[src/rtl/player_motion_pkg.sv]
// Shared encodings and helpers for the player motion controller.
package player_motion_pkg;

  // Sprite state seen by the renderer.
  typedef enum logic [1:0] {
    PS_STATIC = 2'd0,
    PS_RIGHT  = 2'd1,
    PS_LEFT   = 2'd2,
    PS_UP     = 2'd3
  } pstate_e;

  // Vertical motion state of one character.
  typedef enum logic [1:0] {
    VS_GROUND = 2'd0,
    VS_RISE   = 2'd1,
    VS_FALL   = 2'd2
  } vstate_e;

  // Bits needed to hold a rise counter loaded with jump_ticks.
  function automatic int cnt_width(input int jump_ticks);
    return (jump_ticks < 1) ? 1 : $clog2(jump_ticks + 1);
  endfunction

endpackage

[src/rtl/player_axis_fsm.sv]
// One character: horizontal motion, jump/fall state machine, rise counter,
// jump re-arm flag and sprite state. All outputs are registered.
// Optional macro DOUBLE_JUMP_EN allows one extra jump per airtime.
module player_axis_fsm
  import player_motion_pkg::*;
#(
  parameter int POS_W      = 10,
  parameter int X_MAX      = 624,
  parameter int Y_MAX      = 464,
  parameter int STEP_X     = 2,
  parameter int STEP_Y     = 3,
  parameter int JUMP_TICKS = 20
) (
  input  logic             clk,
  input  logic             rst,
  input  logic             tick,
  input  logic             level_load,
  input  logic [POS_W-1:0] spawn_x,
  input  logic [POS_W-1:0] spawn_y,
  input  logic             key_left,
  input  logic             key_right,
  input  logic             key_jump,
  input  logic             blocked_left,
  input  logic             blocked_right,
  input  logic             on_ground,
  input  logic             hit_ceiling,
  output logic [POS_W-1:0] pos_x,
  output logic [POS_W-1:0] pos_y,
  output logic [1:0]       pstate,
  output logic             airborne
);

  localparam int                CW      = cnt_width(JUMP_TICKS);
  localparam int                WW      = POS_W + 1;
  localparam logic [WW-1:0]     SX      = WW'(STEP_X);
  localparam logic [WW-1:0]     SY      = WW'(STEP_Y);
  localparam logic [WW-1:0]     XM      = WW'(X_MAX);
  localparam logic [WW-1:0]     YM      = WW'(Y_MAX);
  localparam logic [CW-1:0]     JT      = CW'(JUMP_TICKS);

  vstate_e          vs, vs_nxt;
  logic [CW-1:0]    cnt, cnt_nxt, cnt_dec;
  logic             armed, armed_nxt;
  logic [POS_W-1:0] x_nxt, y_nxt;
  pstate_e          ps_nxt;
  logic [WW-1:0]    x_sub, x_add, y_sub, y_add;
  logic [POS_W-1:0] y_up;
  logic             go_left, go_right;
`ifdef DOUBLE_JUMP_EN
  logic             air_used, air_used_nxt;
`endif

  assign go_left  = key_left & ~key_right;
  assign go_right = key_right & ~key_left;

  // Next-state computation for one tick; the register stage decides whether it is taken.
  always_comb begin
    // NOTE: every signal written here gets a default first so no latch is inferred.
    x_nxt     = pos_x;
    y_nxt     = pos_y;
    vs_nxt    = vs;
    cnt_nxt   = cnt;
    armed_nxt = armed;
`ifdef DOUBLE_JUMP_EN
    air_used_nxt = air_used;
`endif

    // Widened arithmetic: a borrow shows up in the top bit, a carry never wraps.
    x_sub   = {1'b0, pos_x} - SX;
    x_add   = {1'b0, pos_x} + SX;
    y_sub   = {1'b0, pos_y} - SY;
    y_add   = {1'b0, pos_y} + SY;
    y_up    = y_sub[POS_W] ? '0 : y_sub[POS_W-1:0];
    cnt_dec = cnt - CW'(1);

    if (go_left && !blocked_left)
      x_nxt = x_sub[POS_W] ? '0 : x_sub[POS_W-1:0];
    else if (go_right && !blocked_right)
      x_nxt = (x_add > XM) ? XM[POS_W-1:0] : x_add[POS_W-1:0];

    if (!key_jump) armed_nxt = 1'b1;

    unique case (vs)
      VS_GROUND: begin
        if (key_jump && on_ground && armed) begin
          vs_nxt    = VS_RISE;
          cnt_nxt   = JT;
          armed_nxt = 1'b0;
        end else if (!on_ground) begin
          vs_nxt = VS_FALL;
        end
      end
      VS_RISE: begin
        y_nxt   = y_up;
        cnt_nxt = cnt_dec;
        // Rise ends on the tick the counter reaches 1, at a ceiling, or at the top row.
        if (cnt_dec == CW'(1) || cnt_dec == '0 || hit_ceiling || y_up == '0)
          vs_nxt = VS_FALL;
      end
      VS_FALL: begin
        if (on_ground) vs_nxt = VS_GROUND;
        else           y_nxt  = (y_add > YM) ? YM[POS_W-1:0] : y_add[POS_W-1:0];
      end
      default: vs_nxt = VS_GROUND;
    endcase

`ifdef DOUBLE_JUMP_EN
    // A fresh press while airborne restarts the rise once per airtime.
    if (vs != VS_GROUND && key_jump && armed && !air_used) begin
      vs_nxt       = VS_RISE;
      cnt_nxt      = JT;
      armed_nxt    = 1'b0;
      air_used_nxt = 1'b1;
      y_nxt        = pos_y;
    end
    if (vs_nxt == VS_GROUND) air_used_nxt = 1'b0;
`endif

    if (vs_nxt != VS_GROUND) ps_nxt = PS_UP;
    else if (go_right)       ps_nxt = PS_RIGHT;
    else if (go_left)        ps_nxt = PS_LEFT;
    else                     ps_nxt = PS_STATIC;
  end

  // State and output registers: level_load beats tick, otherwise hold.
  always_ff @(posedge clk or negedge rst) begin
    // NOTE: sequential state uses non-blocking assignments so every register samples pre-edge values.
    if (!rst) begin
      pos_x    <= '0;
      pos_y    <= '0;
      pstate   <= PS_STATIC;
      airborne <= 1'b0;
      vs       <= VS_GROUND;
      cnt      <= '0;
      armed    <= 1'b1;
`ifdef DOUBLE_JUMP_EN
      air_used <= 1'b0;
`endif
    end else if (level_load) begin
      pos_x    <= spawn_x;
      pos_y    <= spawn_y;
      pstate   <= PS_STATIC;
      airborne <= 1'b0;
      vs       <= VS_GROUND;
      cnt      <= '0;
      armed    <= 1'b1;
`ifdef DOUBLE_JUMP_EN
      air_used <= 1'b0;
`endif
    end else if (tick) begin
      pos_x    <= x_nxt;
      pos_y    <= y_nxt;
      pstate   <= ps_nxt;
      airborne <= (vs_nxt != VS_GROUND);
      vs       <= vs_nxt;
      cnt      <= cnt_nxt;
      armed    <= armed_nxt;
`ifdef DOUBLE_JUMP_EN
      air_used <= air_used_nxt;
`endif
    end
  end

endmodule

[src/rtl/player_motion_ctrl.sv]
// Motion controller for NUM_PLAYERS independent characters; one
// player_axis_fsm per player, packed buses sliced per player.
// Optional macro DOUBLE_JUMP_EN enables a single air jump per airtime.
module player_motion_ctrl
  import player_motion_pkg::*;
#(
  parameter int NUM_PLAYERS = 2,
  parameter int POS_W       = 10,
  parameter int X_MAX       = 624,
  parameter int Y_MAX       = 464,
  parameter int STEP_X      = 2,
  parameter int STEP_Y      = 3,
  parameter int JUMP_TICKS  = 20
) (
  input  logic                         clk,
  input  logic                         rst,
  input  logic                         tick,
  input  logic                         level_load,
  input  logic [NUM_PLAYERS*POS_W-1:0] spawn_x,
  input  logic [NUM_PLAYERS*POS_W-1:0] spawn_y,
  input  logic [NUM_PLAYERS-1:0]       key_left,
  input  logic [NUM_PLAYERS-1:0]       key_right,
  input  logic [NUM_PLAYERS-1:0]       key_jump,
  input  logic [NUM_PLAYERS-1:0]       blocked_left,
  input  logic [NUM_PLAYERS-1:0]       blocked_right,
  input  logic [NUM_PLAYERS-1:0]       on_ground,
  input  logic [NUM_PLAYERS-1:0]       hit_ceiling,
  output logic [NUM_PLAYERS*POS_W-1:0] pos_x,
  output logic [NUM_PLAYERS*POS_W-1:0] pos_y,
  output logic [NUM_PLAYERS*2-1:0]     pstate,
  output logic [NUM_PLAYERS-1:0]       airborne
);

  // One identical, independent motion unit per player.
  for (genvar i = 0; i < NUM_PLAYERS; i++) begin : g_player
    player_axis_fsm #(
      .POS_W      (POS_W),
      .X_MAX      (X_MAX),
      .Y_MAX      (Y_MAX),
      .STEP_X     (STEP_X),
      .STEP_Y     (STEP_Y),
      .JUMP_TICKS (JUMP_TICKS)
    ) u_player (
      .clk           (clk),
      .rst           (rst),
      .tick          (tick),
      .level_load    (level_load),
      .spawn_x       (spawn_x[i*POS_W +: POS_W]),
      .spawn_y       (spawn_y[i*POS_W +: POS_W]),
      .key_left      (key_left[i]),
      .key_right     (key_right[i]),
      .key_jump      (key_jump[i]),
      .blocked_left  (blocked_left[i]),
      .blocked_right (blocked_right[i]),
      .on_ground     (on_ground[i]),
      .hit_ceiling   (hit_ceiling[i]),
      .pos_x         (pos_x[i*POS_W +: POS_W]),
      .pos_y         (pos_y[i*POS_W +: POS_W]),
      .pstate        (pstate[i*2 +: 2]),
      .airborne      (airborne[i])
    );
  end

endmodule

[config.mk]
export PLATFORM = sky130hd
export DESIGN_NAME = player_motion_ctrl
export DESIGN_NICKNAME = d
export VERILOG_FILES = /design/src/rtl/player_motion_pkg.sv /design/src/rtl/player_axis_fsm.sv /design/src/rtl/player_motion_ctrl.sv
export SDC_FILE = /design/constraint.sdc
export NUM_CORES = 1
export LEC_CHECK = 0
export ABC_AREA = 1
export CORE_MARGIN = 5
export CORE_UTILIZATION = 55
export DETAILED_ROUTE_END_ITERATION = 7
export GPL_TIMING_DRIVEN = 0
export PLACE_DENSITY = 0.91
export RECOVER_POWER = 100
export SLEW_MARGIN = 40
export SYNTH_ARGS = -nofsm -noshare
export SYNTH_HDL_FRONTEND = slang
export SYNTH_HIERARCHICAL = 1
export SYNTH_SLANG_ARGS = --single-unit
[constraint.sdc]
create_clock -name clk -period 2.05 [get_ports clk]
set_input_delay 0.41 -clock clk [delete_from_list [all_inputs] [get_ports clk]]
set_output_delay 0.41 -clock clk [all_outputs]
set_load 0.1 [all_outputs]
==> results.md, run 1 <==
- The detailed-route DRC error count is 0.
- The highest fanout seen on the critical path is 8.
- The height of the chip is 113.6 µm.
- For this run, asynchronously set or reset flops after synthesis account for 1.000.
- Row generation in the floorplan step produced 37 rows.
- Across the VDD grid, the largest voltage drop is 1.019 mV.
- The beginning of the worst hold path is level_load.
- Buffers inserted during clock tree synthesis total 9.
- The congestion estimate from routability-driven global placement came to 0.9624.
- The initial antenna violation count was 0.
- The total via count in the routed design is 6793.
- The core region is 10420 µm².
- The CTS sink count is 62.
- The netlist area before placement is 5908 µm².
- The startpoint of the worst setup timing path is g_player[0].u_player/pos_x[1].
- After synthesis the netlist holds a flip-flop and latch count of 62.
- The normalized max-slew margin is 0.5765.
- The hold violation count in the final report was 0.
- The final wirelength is 17460 µm.
- The number of H-tree levels is 3.
- The tool flagged a number of max-cap violations equal to 0.
- The number of distinct library cells after synthesis is 35.
- For this run, the register share of the synthesized area comes to 0.2630.
- The die is 113.6 µm wide.
- Setup violations remaining at the end of the flow were counted as 0.
- Compared with the post-synthesis result, the final layout area differs by 25.31%.
- In this run, synthesis inferred 0 flip-flops with an integrated enable.
- The clock tree buffer depth is 2.
- The CTS tree is done.
- The I/O pin count is 104.
- Counting every net in the synthesized netlist gives 1058.
- The total global routing track utilization is 0.2575.
- The top cell type's share of synthesized area is 0.2541.
- Yosys instantiated no cell more often than sky130_fd_sc_hd__nand2_1.
- A synthesized cell averages 6.004 µm².
- The fraction of layout instances using a drive strength above 1 is 0.1838.
- Dividing the detail-routed wire length by the instance count gives 14.01 µm.
- Once routing completed, OpenROAD measured the worst setup slack at 0.02257 ns.
- The via count of the first global-routing pass is 5913.
- The worst hold slack across all endpoints is 0.4533 ns.
- The remaining antenna violation count is 0.
- Setup repair after global routing could not meet its margin everywhere.
- Global routing finished with a remaining overflow of 0.
- The power per standard cell area is 987.4 nW/µm².
- Entering global routing, the biggest net connects 42 pins.
- The via count normalized by instance count is 5.452.
- The port buffer count is 102.
- The HPWL after detailed placement is 12970 µm.
- The root buffer cell chosen for the clock tree is sky130_fd_sc_hd__clkbuf_8.
- The endpoint type of the worst setup path is a register.
- For this configuration, the core starts out at a cell density of 0.5672.
- The final layout net count is 1179.
- The diode insertion count for antenna repair is 0.
- The data arrival at the endpoint of the critical path is 2.31 ns.
- In the post-synthesis netlist, the biggest area contributors are sky130_fd_sc_hd__dfrtp_1 25%, sky130_fd_sc_hd__nand2_1 18%, sky130_fd_sc_hd__nor2_1 11%, sky130_fd_sc_hd__inv_1 8.8%, sky130_fd_sc_hd__nand3_1 7.1%.
- The final-report max-slew violation count came to 0.
- The biggest area consumer among synthesized cells is sky130_fd_sc_hd__dfrtp_1.
- For this design the static power due to leakage is 3.831 nW.
- The violation count after the first detailed-routing iteration is 507.
- The sequential cells in the finished layout cover a total of 1604 µm².
- The total area of multi-input combinational cells is 3816 µm².
- The worst setup path is of the register to register kind.
- At the later pin of the worst-skew pair, clock insertion delay measures 0.35 ns.
- The period utilization is 0.9890.
- The first global-routing pass estimated 27680 µm of wire.
- In this run the critical register-to-register path is launched from g_player[0].u_player/pos_x[1].
- The synthesis warning total is 6.
- STA puts the critical path data required time at 2.33 ns.
- The highest attainable clock frequency is 493.2 MHz.
- The type of the tightest min-delay check is input pin to register.
- Before CTS, the worst setup slack after placement is -0.2037 ns.
- The shortest clock period the worst path allows after layout is 2.027 ns.
- The run finished with clean final reports.
- Synthesis produced a netlist whose cell count is 984.
- The main flop type after synthesis is sky130_fd_sc_hd__dfrtp_1.
- The clock transition time at the flip-flop clock pins of the worst setup and hold paths is 0.08 ns.
- Sorting the synthesized cells by how often they occur yields 282 x sky130_fd_sc_hd__nand2_1, 172 x sky130_fd_sc_hd__nor2_1, 138 x sky130_fd_sc_hd__inv_1.
- The number of iterations in the first detailed-routing pass is 5.
- After filler insertion, the fill cell instance count of the layout stands at 910.
- The actual slew at the worst max-slew pin is 0.6352 ns.
- The worst setup path is launched from a register.
- The area enclosed by the die boundary is 12920 µm².
- Clock skew on the completed layout was measured at 0.009541 ns.
## path summary, 6_finish.rpt
check | endpoint | slack [ns] | cells after the start
hold / removal | g_player[1].u_player/airborne | 0.45 | 4
setup reg to reg | g_player[0].u_player/pos_x[8] | 0.02 | 12
setup / recovery | g_player[0].u_player/pos_x[8] | 0.02 | 12
max in group asynchronous | g_player[1].u_player/pos_y[0] | 0.33 | 3
min in group asynchronous | g_player[0].u_player/pos_y[0] | 0.60 | 2
hold reg to reg | g_player[0].u_player/airborne | 0.49 | 2
## metrics by stage
stage	instance area, µm²	util	setup TNS, ns	power, mW	std cells
floorplan	5958	-	0	4.864	984
global placement	7149	0.6864	-110.93	5.823	1222
detailed placement	6937	0.6659	-2.511	5.709	1223
CTS	7208	0.6920	0	7.099	1240
global route	7403	0.7108	-0.1410	7.755	1246
finish	7403	0.7108	0	7.310	1246
## power by group
part	internal (mW)	total, mW	switching [mW]
registers	1.46	1.76	0.302
clock network	0.839	1.36	0.520
logic	1.10	4.19	3.09
## sequential cells by signal, summed over array words and instances, names as in the netlist
register / cells
g_player.u_player/pstate: 4
g_player.u_player/cnt: 10
g_player.u_player/armed: 2
g_player.u_player/pos_y: 20
g_player.u_player/airborne: 2
g_player.u_player/vs: 4
g_player.u_player/pos_x: 20
## worst max-delay path, stage by stage, from the launching register on
cell and delay [ns]:
sky130_fd_sc_hd__dfrtp_4 0.51, sky130_fd_sc_hd__buf_6 0.15, sky130_fd_sc_hd__inv_2 0.07, sky130_fd_sc_hd__ha_1 0.26
sky130_fd_sc_hd__inv_1 0.07, sky130_fd_sc_hd__nand3_1 0.09, sky130_fd_sc_hd__nor2_2 0.13, sky130_fd_sc_hd__nor2_1 0.06
sky130_fd_sc_hd__nand3_1 0.09, sky130_fd_sc_hd__nand3_2 0.08, sky130_fd_sc_hd__nand2_2 0.12, sky130_fd_sc_hd__nand4_1 0.14
sky130_fd_sc_hd__a21oi_2 0.17
## area by class of cell
cell class                 count  share of cell area
multi-input combinational    754              0.5155
sequential                    62              0.2167
timing repair buffer         110              0.1146
inverter                     142             0.07233
buffer                        26             0.02467
tap                          136             0.02298
clock buffer                  10             0.01859
clock inverter                 6             0.01470
## logic make-up after synthesis
family,synth area share
xor gates and xnor gates,0.02965
and+or+nand+nor,0.4375
adders and majority gates,0.03388
DFF,0.2630
AOI/OAI and AO/OA,0.1161
buffers and inverters,0.1199
## what timing repair did
item | CTS | global route
pin swaps | 0 | 12
hold buffers | 1 | 0
setup endpoints to repair | 6 | 39
hold endpoints to repair | 21 | 0
resized for setup | 4 | 47
setup buffers | 0 | 6
gates cloned | 0 | 0
## per-layer routing
| layer | GRT usage | up-vias | wire length, µm |
|---|---|---|---|
| met5 | 0 | - | 0 |
| met4 | 0.07292 | 0 | 243 |
| met3 | 0.03873 | 25 | 1174 |
| met2 | 0.4221 | 255 | 8529 |
| met1 | 0.3535 | 3162 | 7513 |
| li1 | - | 3351 | - |
## placed cells by master (no fill, tap or decap), types with 5 or more instances in the layout
| cell type | netlist | routed |
|---|---|---|
| sky130_fd_sc_hd__dfrtp_4 | 0 | 6 |
| sky130_fd_sc_hd__nand2_2 | 10 | 12 |
| sky130_fd_sc_hd__clkbuf_2 | 0 | 22 |
| sky130_fd_sc_hd__dfrtp_2 | 0 | 22 |
| sky130_fd_sc_hd__o21ai_1 | 10 | 11 |
| sky130_fd_sc_hd__nand3_2 | 8 | 16 |
| sky130_fd_sc_hd__inv_1 | 138 | 133 |
| sky130_fd_sc_hd__xor2_1 | 18 | 18 |
| sky130_fd_sc_hd__nand3_1 | 84 | 76 |
| sky130_fd_sc_hd__buf_4 | 14 | 18 |
| sky130_fd_sc_hd__dfrtp_1 | 60 | 32 |
| sky130_fd_sc_hd__nor2_1 | 172 | 168 |
| sky130_fd_sc_hd__nand2_1 | 282 | 278 |
| sky130_fd_sc_hd__nand4_1 | 20 | 20 |
| sky130_fd_sc_hd__buf_2 | 8 | 33 |
| sky130_fd_sc_hd__o22ai_1 | 10 | 10 |
| sky130_fd_sc_hd__a21oi_1 | 26 | 23 |
| sky130_fd_sc_hd__o21ai_2 | 2 | 5 |
| sky130_fd_sc_hd__ha_1 | 16 | 10 |
| sky130_fd_sc_hd__nor2_2 | 6 | 9 |
| sky130_fd_sc_hd__o21ai_0 | 50 | 46 |
| sky130_fd_sc_hd__clkdlybuf4s50_1 | 0 | 55 |
| sky130_fd_sc_hd__clkbuf_8 | 0 | 10 |
| sky130_fd_sc_hd__nor2_4 | 6 | 7 |
| sky130_fd_sc_hd__inv_2 | 4 | 8 |
Note: power is estimated with default switching activity, not from simulation.
==> run 2: changes to the inputs <==
CORE_MARGIN = 3   (was 5)
==> results.md, run 2 (synthesis results as in run 1) <==
- The run finished with clean final reports.
- After global routing the overflow that remains totals 0.
- In this run the clock root is driven by a sky130_fd_sc_hd__clkbuf_8.
- The shortest clock period the worst path allows after layout is 1.942 ns.
- The setup clock skew after layout is 0.005838 ns.
- The routed layout has 6668 vias.
- The normalized max-slew margin is 0.6227.
- After the first detailed-routing iteration, the DRC count stood at 525.
- The die is 109.6 µm wide.
- The port buffer count is 102.
- Routability-driven placement finished with a final weighted congestion of 0.9416.
- The hold violation count in the final report is 0.
- The critical path is of the register to register type.
- VDD sags by at most 0.7695 mV.
- In this run the register-to-register setup slack is 0.11 ns.
- The floorplan has 37 rows.
- For met3 alone, demand over resource in global routing was 0.05285.
- The number of H-tree levels is 3.
- The fraction of layout instances using a drive strength above 1 is 0.1774.
- STA classifies the critical path startpoint as a register.
- In the routed design, unresolved DRC markers number 0.
- Max-cap violations in this run came to 0.
- For this design, the sink count on the clock tree is 62.
- The library cell contributing the largest single delay on the critical path is sky130_fd_sc_hd__dfrtp_4.
- Leaving out fill and tap cells, the most frequent cell in the layout is sky130_fd_sc_hd__nand2_1.
- The data required time at the worst endpoint is 2.32 ns.
- The first global-routing pass estimated 27010 µm of wire.
- The period utilization is 0.9472.
- The startpoint identified for the worst register-to-register timing path is g_player[1].u_player/pos_x[1].
- The remaining antenna violation count is 0.
- The final-report setup violation count is 0.
- The depth of the worst register-to-register path is 12.
- Together, buffers and inverters on the worst path number 3.
- Along the worst path, the maximum fanout reaches 8.
- Wires add up to 16990 µm.
- The clock passes through at most 2 buffers.
- The placed standard-cell area is 6937 µm².
- The power per standard cell area is 970.1 nW/µm².
- The number of iterations in the first detailed-routing pass is 6.
- The design draws 7.132 mW.
- The initial antenna violation count is 0.
- Setup repair after global routing could not meet its margin everywhere.
- The highest attainable clock frequency is 515.0 MHz.
- The core area is 10370 µm².
- In the routed layout, each cell is associated on average with a via count of 5.373.
- The total of fill cells in the finished design is 882.
- The met2 usage is 0.4516.
- The via count of the first global-routing pass is 5846.
- Across all setup checks in the final design, the least slack found is 0.1082 ns.
- Before CTS, the worst setup slack after placement is -0.1916 ns.
- The reg-to-reg critical path endpoint is g_player[1].u_player/pos_x[8].
- The final layout contains 1174 nets.
- The static leakage power is 3.800 nW.
- The largest single stage delay on the critical path is 0.50 ns.
- met2 is the most crowded layer.
- The area growth from synthesis to layout is 24.44%.
- After clock tree synthesis, the clock-pin slew on the worst setup and hold paths is 0.07 ns.
- The endpoint type of the worst setup path is a register.
- Leaving out fill and tap cells, the most frequent cells in the layout are 278 x sky130_fd_sc_hd__nand2_1, 169 x sky130_fd_sc_hd__nor2_1, 133 x sky130_fd_sc_hd__inv_1.
- The effective utilization at floorplan is 0.5697.
- The average wire per standard cell is 13.69 µm.
- On the critical path the largest part of the delay comes from simple AND/OR/NAND/NOR gates.
- The worst hold slack across all endpoints is 0.4613 ns.
- For met1 alone, demand over resource in global routing was 0.3814.
- The total global routing track utilization is 0.2795.
- The logic depth of the worst setup path including buffers is 12.
- For the worst setup path, the data arrival time is 2.21 ns.
- The number of clock buffers added by TritonCTS is 9.
- The most numerous cell type found on the critical path is sky130_fd_sc_hd__nand3_1.
- The CTS tree is done.
- The end point of the critical path is g_player[1].u_player/pos_x[8].
- The final-report max-slew violation count was 0.
- In this run the worst hold path is classified as input pin to register.
- The die is 109.6 µm tall.
- The HPWL after detailed placement is 12590 µm.
- The actual slew at the worst max-slew pin is 0.5684 ns.
- Entering global routing, the biggest net connects 42 pins.
- The largest registers in the layout are g_player.u_player/pos_x x20, g_player.u_player/pos_y x20, g_player.u_player/cnt x10.
- For this design the top-level I/O count stands at 104.
- The repair_antennas step left the layout with diodes totalling 0.
- For the worst-skew pair, the clock arrives at the later sink with an insertion delay of 0.35 ns.
- The startpoint of the worst setup timing path is g_player[1].u_player/pos_x[1].
- Walking the worst path, the cells encountered are buf_4 -> inv_2 -> ha_4 -> inv_1 -> nand3_1 -> nor2_1 -> nor2_1 -> nand3_1 -> nand3_1 -> nand2_2 -> nand4_1 -> a21oi_1.
- The floorplan step defined a die boundary enclosing 12020 µm².
- The final cell area excluding filler cells is 7352 µm².
==> run 2: where the power goes <==
group	leakage (nW)	switching [mW]	internal, mW
sequential	0.733	0.295	1.46
combinational	2.95	3.07	1.09
clock	0.115	0.519	0.691
==> run 2: worst min path at each step <==
stage | endpoint | slack [ns] | cells after the start | startpoint
CTS | g_player[1].u_player/airborne | 0.42 | 4 | level_load
detailed placement | g_player[1].u_player/pos_y[9] | 0.33 | 1 | rst
finish | g_player[0].u_player/airborne | 0.46 | 4 | level_load
global route | g_player[1].u_player/airborne | 0.45 | 4 | level_load
global placement | g_player[1].u_player/airborne | 0.47 | 2 | g_player[1].u_player/airborne
floorplan | g_player[0].u_player/airborne | 0.11 | 0 | rst
==> run 2: final cells by class <==
cell class / count / area (µm²) / share of cell area
Buffer: 26 / 178.9 / 0.02434
Clock buffer: 13 / 178.9 / 0.02434
Clock inverter: 3 / 40.04 / 0.005446
Inverter: 142 / 533.0 / 0.07250
Multi-Input combinational cell: 754 / 3821 / 0.5197
Sequential cell: 62 / 1604 / 0.2182
Tap cell: 136 / 170.2 / 0.02314
Timing Repair Buffer: 105 / 825.8 / 0.1123
==> run 2: repair_timing <==
action                     CTS  global route
setup buffers                0             1
hold endpoints to repair    21             0
setup endpoints to repair    1            40
gates resized for setup      1            46
hold buffers                 1             0
pin swaps                    0             7
==> run 2: per-layer routing <==
layer,vias up,part of all wire
li1,3342,-
met1,3020,0.43
met2,280,0.48
met3,26,0.073
met4,0,0.016
met5,-,0
==> run 2: worst min-delay path: cells and delay by family <==
kind,cells,cell delay (ns)
and+or+nand+nor,3,0.22
buffers and inverters,1,0.14
==> run 2: per-stage QoR <==
| stage | setup TNS [ns] | cells | utilization |
|---|---|---|---|
| 3_5_place_dp | -3.181 | 1223 | 0.6689 |
| 6_report | 0 | 1241 | 0.7090 |
| 5_1_grt | -0.1280 | 1241 | 0.7090 |
| 3_3_place_gp | -105.63 | 1222 | 0.6894 |
| 2_1_floorplan | 0 | 984 | - |
| 4_1_cts | 0 | 1240 | 0.6915 |
==> run 3: changes to the inputs <==
SETUP_SLACK_MARGIN = 0.5   (was default)
==> results.md, run 3 (synthesis results as in run 1) <==
- The total via count in the routed design is 7597.
- Setup repair after global routing could not meet its margin everywhere.
- After global routing the overflow that remains totals 0.
- The total area of multi-input combinational cells is 4343 µm².
- For this run, the share of the core covered by cells in the final layout is 0.8238.
- The remaining antenna violation count is 0.
- Measured along the x axis, the die boundary spans 109.6 µm.
- The average wire per standard cell is 16.65 µm.
- The final layout net count is 1236.
- The flow ran to the end, and the final reports show no timing, DRC or antenna violations.
- In the final layout, the share of cells above drive strength 1 is 0.3290.
- The sequential cell area in the final layout is 1659 µm².
- In this run the worst path has a maximum fanout of 8.
- The effective utilization at floorplan is 0.5697.
- The number of H-tree levels is 3.
- The total of fill cells in the finished design is 693.
- The HPWL after detailed placement is 12940 µm.
- In this run the clock root is driven by a sky130_fd_sc_hd__clkbuf_8.
- The region available for standard cell placement spans 10370 µm².
- Clock tree synthesis found a total of 62 sinks.
- The hold violation count in the final report is 0.
- Adding up every negative setup slack in the final design gives 0 ns.
- The data arrival at the endpoint of the critical path is 2.30 ns.
- The highest ir drop seen on vdd is 0.7543 mV.
- The commonest non-fill, non-tap cell in the layout is sky130_fd_sc_hd__nand2_1.
- The port buffer count is 102.
- The largest registers in the layout are g_player.u_player/pos_x x20, g_player.u_player/pos_y x20, g_player.u_player/cnt x10.
- After clock tree synthesis, the clock-pin slew on the worst setup and hold paths is 0.08 ns.
- The height of the chip is 109.6 µm.
- The total global routing track utilization is 0.3151.
- Summed over all layers, the routed wires come to 21700 µm.
- In the routed layout, each cell is associated on average with a via count of 5.830.
- The top cell types in the final layout, fill and taps aside, are 246 x sky130_fd_sc_hd__nand2_1, 134 x sky130_fd_sc_hd__nor2_1, 115 x sky130_fd_sc_hd__inv_1.
- The first global-routing pass estimated 30330 µm of wire.
- In the finished design, the share of the clock period the worst path needs comes to 0.9873.
- The worst path in the final design needs a cycle of 2.024 ns, including I/O delays and setup.
- The detailed router finished its first iteration with 857 violations.
- The first TritonRoute pass finished after 6 iterations.
- The initial antenna violation count is 0.
- Entering global routing, the biggest net connects 39 pins.
- The final-report setup violation count is 0.
- The count of hold-fix buffers inserted at cts is 0.
- The type of the tightest min-delay check is input pin to asynchronous set/reset pin.
- In this run the tightest slew margin relative to its limit is 0.3344.
- The CTS tree is done.
- The initialized floorplan defines 37 standard-cell rows.
- Summed over all cells, the static leakage comes to 4.190 nW.
- The layout overhead on the synthesized area is 44.60%.
- The die covers 12020 µm².
- The clock tree buffer depth is 2.
- Routability-driven placement finished with a final weighted congestion of 0.9350.
- The via count of the first global-routing pass is 6649.
- The worst setup path category is register to register.
- The worst setup path is launched from a register.
- The reported max-cap violation count is 0.
- Dividing total power by cell area gives a power density of 985.0 nW/µm².
- At the pin with the least slew margin, the transition time is 0.9985 ns.
- Pin placement for this block handled 104 I/O pins.
- STA classifies the critical path endpoint as a register.
- The clock buffer count from CTS is 9.
- The diode insertion count for antenna repair is 0.
- The clock latency on the worst-skew pair is 0.35 ns.
- After detailed routing, the number of remaining DRC violations is 0.
- The highest attainable clock frequency is 494.1 MHz.
- The final-report max-slew violation count is 0.
- On the final layout, the worst clock skew is 0.01479 ns.
- For the worst setup path, the data required time is 2.33 ns.
run 3: changes by cell type in the layout (fill, tap and decap cells not counted), moves of 20 or more:
cell	previous run	this run
sky130_fd_sc_hd__buf_2	30	7
sky130_fd_sc_hd__nand2_1	278	246
sky130_fd_sc_hd__nor2_2	9	29
sky130_fd_sc_hd__buf_4	15	55
sky130_fd_sc_hd__nor2_1	169	134
sky130_fd_sc_hd__nand2_2	12	37
run 3: critical path, stage by stage (launching register included):
cell and delay, ns:
sky130_fd_sc_hd__dfrtp_1 0.58, sky130_fd_sc_hd__nand3_4 0.16, sky130_fd_sc_hd__nor2_4 0.21, sky130_fd_sc_hd__xor2_1 0.28, sky130_fd_sc_hd__nand2_2 0.10, sky130_fd_sc_hd__nand3_2 0.17, sky130_fd_sc_hd__nand2_4 0.09, sky130_fd_sc_hd__inv_2 0.06
sky130_fd_sc_hd__nand2_1 0.05, sky130_fd_sc_hd__nand2_1 0.09, sky130_fd_sc_hd__nand2_1 0.08, sky130_fd_sc_hd__nand2_1 0.08
run 3: per-stage QoR:
step           area, µm²  setup WS (ns)  power [mW]  std cells  hold slack [ns]
4_1_cts             8178         0.2089       7.843       1274          0.04587
6_report            8543        0.02596       8.415       1303           0.2131
3_5_place_dp        7340        -0.2221       6.064       1223           0.4241
3_3_place_gp        7552         -2.073       6.179       1222           0.4717
2_1_floorplan       6361         0.1790       5.221        984           0.1144
5_1_grt             8543       -0.03022       8.824       1303           0.2805
run 3: final timing paths:
| path | from | endpoint | slack, ns | cells after the start |
|---|---|---|---|---|
| max in group asynchronous | rst | g_player[1].u_player/pos_x[3] | 0.51 | 2 |
| worst max register to register | g_player[1].u_player/pos_y[4] | g_player[1].u_player/pos_y[2] | 0.03 | 11 |
| min in group clk | level_load | g_player[0].u_player/airborne | 0.45 | 4 |
| worst min-delay path | rst | g_player[1].u_player/pos_y[6] | 0.21 | 1 |
| worst min register to register | g_player[0].u_player/airborne | g_player[0].u_player/airborne | 0.51 | 2 |
| worst max-delay path | g_player[1].u_player/pos_y[4] | g_player[1].u_player/pos_y[2] | 0.03 | 11 |
run 3: what timing repair did:
| item | in CTS | in global routing |
|---|---|---|
| endpoints found under the setup margin | 97 | 68 |
| gates resized for setup | 110 | 133 |
| cloned | 0 | 3 |
| setup buffers | 35 | 26 |
| pin swaps | 30 | 81 |
run 3: layout make-up:
class                   instances  share of cell area
well taps                     136             0.01992
inverters                     142             0.06620
clock inverters                 6            0.009959
repair buffers                165              0.1585
clock buffers                  10             0.01611
plain buffers                  26             0.02680
multi-input cells             756              0.5083
flip-flops and latches         62              0.1942
run 3: where the power goes:
part           internal [mW]  leakage, nW  total [mW]  switching (mW)
Clock                  0.714        0.108        1.25           0.536
Sequential              1.50        0.725        1.85           0.350
Combinational           1.67         3.36        5.31            3.64
Total                   3.89         4.19        8.42            4.52
run 3: per-layer routing:
metal	vias up	part of all wire	track usage
li1	3468	-	-
met1	3493	0.38	0.4050
met2	518	0.48	0.5357
met3	118	0.088	0.04991
met4	0	0.045	0.1131
met5	-	0	0
